## src/rtl/counter_pkg.sv

```systemverilog
// Shared encodings and the load-clamp helper for mod_updown_counter and its bench.
package counter_pkg;

  localparam logic MODE_WRAP = 1'b0;
  localparam logic MODE_SAT  = 1'b1;
  localparam logic DIR_DOWN  = 1'b0;
  localparam logic DIR_UP    = 1'b1;

  // Loads above the modulus top land on the top value instead of aliasing.
  function automatic int unsigned clamp_load(input int unsigned val, input int unsigned max);
    return (val > max) ? max : val;
  endfunction

endpackage

```

## src/rtl/en_prescaler.sv

```systemverilog
// Divides the count enable by PRESCALE; tick is high on the en cycle that completes an interval.
module en_prescaler #(
  parameter int PRESCALE = 4
) (
  input  logic clk,
  input  logic rst,
  input  logic clr,
  input  logic en,
  output logic tick
);

  localparam int PW = (PRESCALE > 1) ? $clog2(PRESCALE) : 1;
  localparam logic [PW-1:0] LAST = PW'(PRESCALE - 1);

  logic [PW-1:0] pre_q, pre_d;

  always_comb begin
    tick  = en && (pre_q == LAST);
    pre_d = pre_q;
    if (clr)       pre_d = '0;
    else if (tick) pre_d = '0;
    else if (en)   pre_d = pre_q + 1'b1;
  end

  always_ff @(posedge clk or posedge rst) begin
    if (rst) pre_q <= '0;
    else     pre_q <= pre_d;
  end

endmodule

```

## src/rtl/mod_updown_counter.sv

```systemverilog
// Up/down modulus counter with load, clear, wrap/saturate, tc pulse and sticky ovf.
// Define COUNTER_PRESCALE_EN to divide the enable by PRESCALE through en_prescaler.
module mod_updown_counter
  import counter_pkg::*;
#(
  parameter int              WIDTH    = 3,
  parameter longint unsigned MAX_VAL  = (64'd1 << WIDTH) - 64'd1,
  parameter int              PRESCALE = 4
) (
  input  logic             clk,
  input  logic             rst,
  input  logic             clr,
  input  logic             load,
  input  logic [WIDTH-1:0] load_val,
  input  logic             en,
  input  logic             up_dn,
  input  logic             sat,
  output logic [WIDTH-1:0] count,
  output logic             tc,
  output logic             ovf
);

  generate
    if (WIDTH < 1 || WIDTH > 32) begin : g_bad_width
      $error("mod_updown_counter: WIDTH must be 1..32");
    end
    if (MAX_VAL < 1 || MAX_VAL > ((64'd1 << WIDTH) - 64'd1)) begin : g_bad_max
      $error("mod_updown_counter: MAX_VAL must be 1..2**WIDTH-1");
    end
    if (PRESCALE < 1) begin : g_bad_pre
      $error("mod_updown_counter: PRESCALE must be >= 1");
    end
  endgenerate

  localparam logic [WIDTH:0] MAX_EXT = (WIDTH+1)'(MAX_VAL);

  logic             pre_tick;
  logic             step;
  logic [WIDTH:0]   cnt_ext, up_ext, dn_ext;
  logic             at_top, at_bot;
  logic [WIDTH-1:0] count_q, count_d;
  logic             tc_q, tc_d;
  logic             ovf_q, ovf_d;

`ifdef COUNTER_PRESCALE_EN
  en_prescaler #(.PRESCALE(PRESCALE)) u_pre (
    .clk  (clk),
    .rst  (rst),
    .clr  (clr | load),
    .en   (en),
    .tick (pre_tick)
  );
`else
  assign pre_tick = 1'b1;
`endif

  assign step = en & pre_tick;

  // One extra bit so +1 past an all-ones MAX_VAL and -1 below zero are both visible.
  always_comb begin
    cnt_ext = {1'b0, count_q};
    up_ext  = cnt_ext + 1'b1;
    dn_ext  = cnt_ext - 1'b1;
    at_top  = (up_ext > MAX_EXT);
    at_bot  = dn_ext[WIDTH];
  end

  always_comb begin
    count_d = count_q;
    tc_d    = 1'b0;
    ovf_d   = ovf_q;
    if (clr) begin
      count_d = '0;
      ovf_d   = 1'b0;
    end else if (load) begin
      count_d = WIDTH'(clamp_load(32'(load_val), 32'(MAX_VAL)));
    end else if (step) begin
      if (up_dn == DIR_UP) begin
        if (at_top) begin
          tc_d    = 1'b1;
          ovf_d   = 1'b1;
          count_d = (sat == MODE_SAT) ? count_q : '0;
        end else begin
          count_d = up_ext[WIDTH-1:0];
        end
      end else begin
        if (at_bot) begin
          tc_d    = 1'b1;
          ovf_d   = 1'b1;
          count_d = (sat == MODE_SAT) ? count_q : MAX_EXT[WIDTH-1:0];
        end else begin
          count_d = dn_ext[WIDTH-1:0];
        end
      end
    end
  end

  always_ff @(posedge clk or posedge rst) begin
    if (rst) begin
      count_q <= '0;
      tc_q    <= 1'b0;
      ovf_q   <= 1'b0;
    end else begin
      count_q <= count_d;
      tc_q    <= tc_d;
      ovf_q   <= ovf_d;
    end
  end

  assign count = count_q;
  assign tc    = tc_q;
  assign ovf   = ovf_q;

endmodule

```

## config.mk

```make
export PLATFORM = sky130hd
export DESIGN_NAME = mod_updown_counter
export DESIGN_NICKNAME = d
export VERILOG_FILES = /design/src/rtl/counter_pkg.sv /design/src/rtl/en_prescaler.sv /design/src/rtl/mod_updown_counter.sv
export SDC_FILE = /design/constraint.sdc
export NUM_CORES = 1
export LEC_CHECK = 0
export CAP_MARGIN = 15
export CORE_MARGIN = 4
export CORE_UTILIZATION = 30
export CTS_CLUSTER_DIAMETER = 100
export DETAILED_ROUTE_END_ITERATION = 8
export HOLD_SLACK_MARGIN = 0.05
export PLACE_DENSITY = 0.65
export SLEW_MARGIN = 20
export SYNTH_ARGS = -nofsm -noshare
export SYNTH_HDL_FRONTEND = slang
export SYNTH_SLANG_ARGS = --single-unit
```

## constraint.sdc

```tcl
create_clock -name clk -period 2.32 [get_ports clk]
set_input_delay 0.464 -clock clk [delete_from_list [all_inputs] [get_ports clk]]
set_output_delay 0.464 -clock clk [all_outputs]
set_load 0.02 [all_outputs]
```

==> results.tsv <==
stage	metric	value	unit
status	status	complete, no violations	
timing	drv_slew	0	
clock_tree	cts_max_level	1	
route	post_drt_wl_per_cell	12.9	microns
clock_tree	clkLatencyLatePin	0.24	ns
cells_and_area	syn_to_final_growth	40.8	%
power_and_ir_drop	ir_drop	0.235	mV
setup_path	required	2.42	ns
timing	fin_tns_setup	0	ns
cells_and_area	final_cell_mix	clkdlybuf4s50_1, a21oi_1, nand2_1, inv_1, dfrtp_1	
timing	worst_hold_slack	0.419	ns
setup_path	path_class	in2reg	
synth	synthAdderAreaFrac	5.95	%
power_and_ir_drop	p_per_area	504	nW/um^2
clock_tree	clock-sinks	5	
global_routing	antenna_found_initial	0	
synth	synth_seq_area_share	29.8	%
die	die-width	45.4	microns
global_routing	grt_pass1_vias	392	
route	drt_iter0_markers	4	
route	via_per_inst	5.01	
synth	syn_avg_cell_area	8.58	sq um
route	ant_nets	0	
synth	synth_area_leaders	dfrtp_1, a21oi_1, ha_1	
synth	synthFlopType	dfrtp_1	
placed_design	gp_congestion	0.771	
setup_path	crit_fanout	4	
synth	synth-compound-area-share	26.8	%
die	core	1320	sq um
synth	synthCells	49	
cells_and_area	num_antenna_cells	0	
setup_path	cp.arrival	2.16	ns
route	routed_wl	1030	microns
flow_run	cap_violations	0	
clock_tree	cts_tree	yes	
placed_design	placed_cell_area	566	sq um
cells_and_area	layout_commonest_cell	clkdlybuf4s50_1	
clock_tree	cts_buffers	3	
die	num_io_pins	15	
placed_design	numPortBuffers	14	
clock_tree	clk_pin_slew_worst_paths	0.04	ns
clock_tree	cts_hold_buf	0	
cells_and_area	final_util	44.9	%
die	fp.dieH	45.4	microns
placed_design	dp_hpwl	778	microns
synth	yosysWarnings	0	
global_routing	grt_max_degree	10	
synth	synth_top_family_by_area	simple AND/OR/NAND/NOR gates	
global_routing	grt-ovfl-total	0	
clock_tree	cts_resized	0	
global_routing	grt_pass1_wl	1800	microns
setup_path	end_kind	register	
route	drc	0	
clock_tree	clockBufferDepth	2	
power_and_ir_drop	switching_power	91.6	uW
timing	fmax	485	MHz
synth	muxShareOfSynthArea	0	%
route	via_count	401	
synth	synth_seq_cells	5	
die	die_area	2060	sq um
power_and_ir_drop	power_frac_seq	34.7	%
setup_path	start_kind	input pin	
timing	clock_skew	0.000711	ns
synth	synth-xor-area-share	0	%
synth	ys_async_sr_fraction	100	%
power_and_ir_drop	combPwrFrac	32.2	%
timing	setup-violations-final	0	
die	initial_core_util	31.9	%
power_and_ir_drop	clkPwrFrac	33.1	%
cells_and_area	drive_gt1_share	12.3	%
power_and_ir_drop	p_int	207	uW
timing	max_slew_margin	68.7	%
timing	hold_viol_final	0	
synth	synth-simple-area-share	28.0	%
global_routing	track_usage	12.8	%
cells_and_area	nets	78	
synth	synth_cell_types	25	
cells_and_area	final_area	592	sq um
synth	synth_largest_type_area_fraction	29.8	%
clock_tree	cts_setup_buffers	0	
synth	yosysTopAreaCell	dfrtp_1	
power_and_ir_drop	p_sw_share	30.7	%
hold_path	min_path_type	in2async	
synth	syn_area	420	sq um
synth	syn_nets	61	
timing	rsz0062_at_grt	no	
die	num_rows	13	
synth	synth-edff-count	0	
route	dr.pass1.iters	3	
timing	period_share	88.8	%
timing	tightest_slew	0.458	ns
power_and_ir_drop	p_leak	0.000238	uW
clock_tree	cts_root_buf	clkbuf_4	
timing	fin_crit	2.06	ns
-- metal layers --
layer	global-route usage, %	vias to the layer above	routed length (microns)
li1	-	210	-
met1	15.2	175	482
met2	20.3	14	472
met3	2.77	2	61
met4	8.77	0	15
met5	0	-	0
-- power groups by stage --
stage	registers (uW)	clock network [uW]	logic [uW]
floorplan	108	0	56.8
detailed placement	105	0	95.3
CTS	104	106	96.7
global route	105	113	107
finish	104	98.9	96.0
global placement	105	0	94.6
-- state kept, by name, indices dropped and copies added (netlist names) --
| signal | count |
|---|---|
| count | 3 |
| tc | 1 |
| ovf | 1 |
-- cell usage after synthesis, types with 2 or more instances --
cell type  instances
inv_1              5
nand2_1            5
o21ai_0            2
nor3_1             3
a21oi_1            6
nor2_1             3
dfrtp_1            5
ha_1               2
buf_2              2
-- worst max-delay path, stage by stage --
cell and delay [ns]:
clkdlybuf4s50_1 0.46, or3_4 0.37, o22ai_4 0.20, a21boi_2 0.10, nor4b_4 0.14, a2111oi_1 0.42
-- layout make-up --
cell class / count / area (sq um)
fill: 146 / 726
inverter: 5 / 18.8
timing repair buffer: 15 / 148
tap: 15 / 18.8
clock buffer: 4 / 26.3
sequential: 5 / 125
multi-input combinational: 36 / 255
-- cell families (layout without fill, tap and decap cells) --
family	after synthesis	after routing
AO/OA/AOI/OAI	15	15
adder cells (fa/ha/maj)	2	2
buffers and inverters	8	24
flip-flops	5	5
AND/OR/NAND/NOR	19	19
-- worst paths after layout --
path	to	startpoint	slack [ns]	cells after the start
min reg2reg	ovf	ovf	0.54	2
min	count[2]	rst	0.42	2
max reg2reg	count[2]	count[0]	0.30	7
max	count[2]	up_dn	0.26	6
max in group asynchronous	count[1]	rst	1.73	2
min in group clk	ovf	ovf	0.54	2
-- metrics by stage --
stage | cells | total power [uW] | setup WS (ns)
CTS | 80 | 306 | 0.252
global route | 80 | 325 | 0.128
global placement | 76 | 200 | 0.145
finish | 80 | 299 | 0.260
floorplan | 49 | 165 | 0.460
detailed placement | 76 | 200 | 0.0393
(Power assumes the default switching activity.)
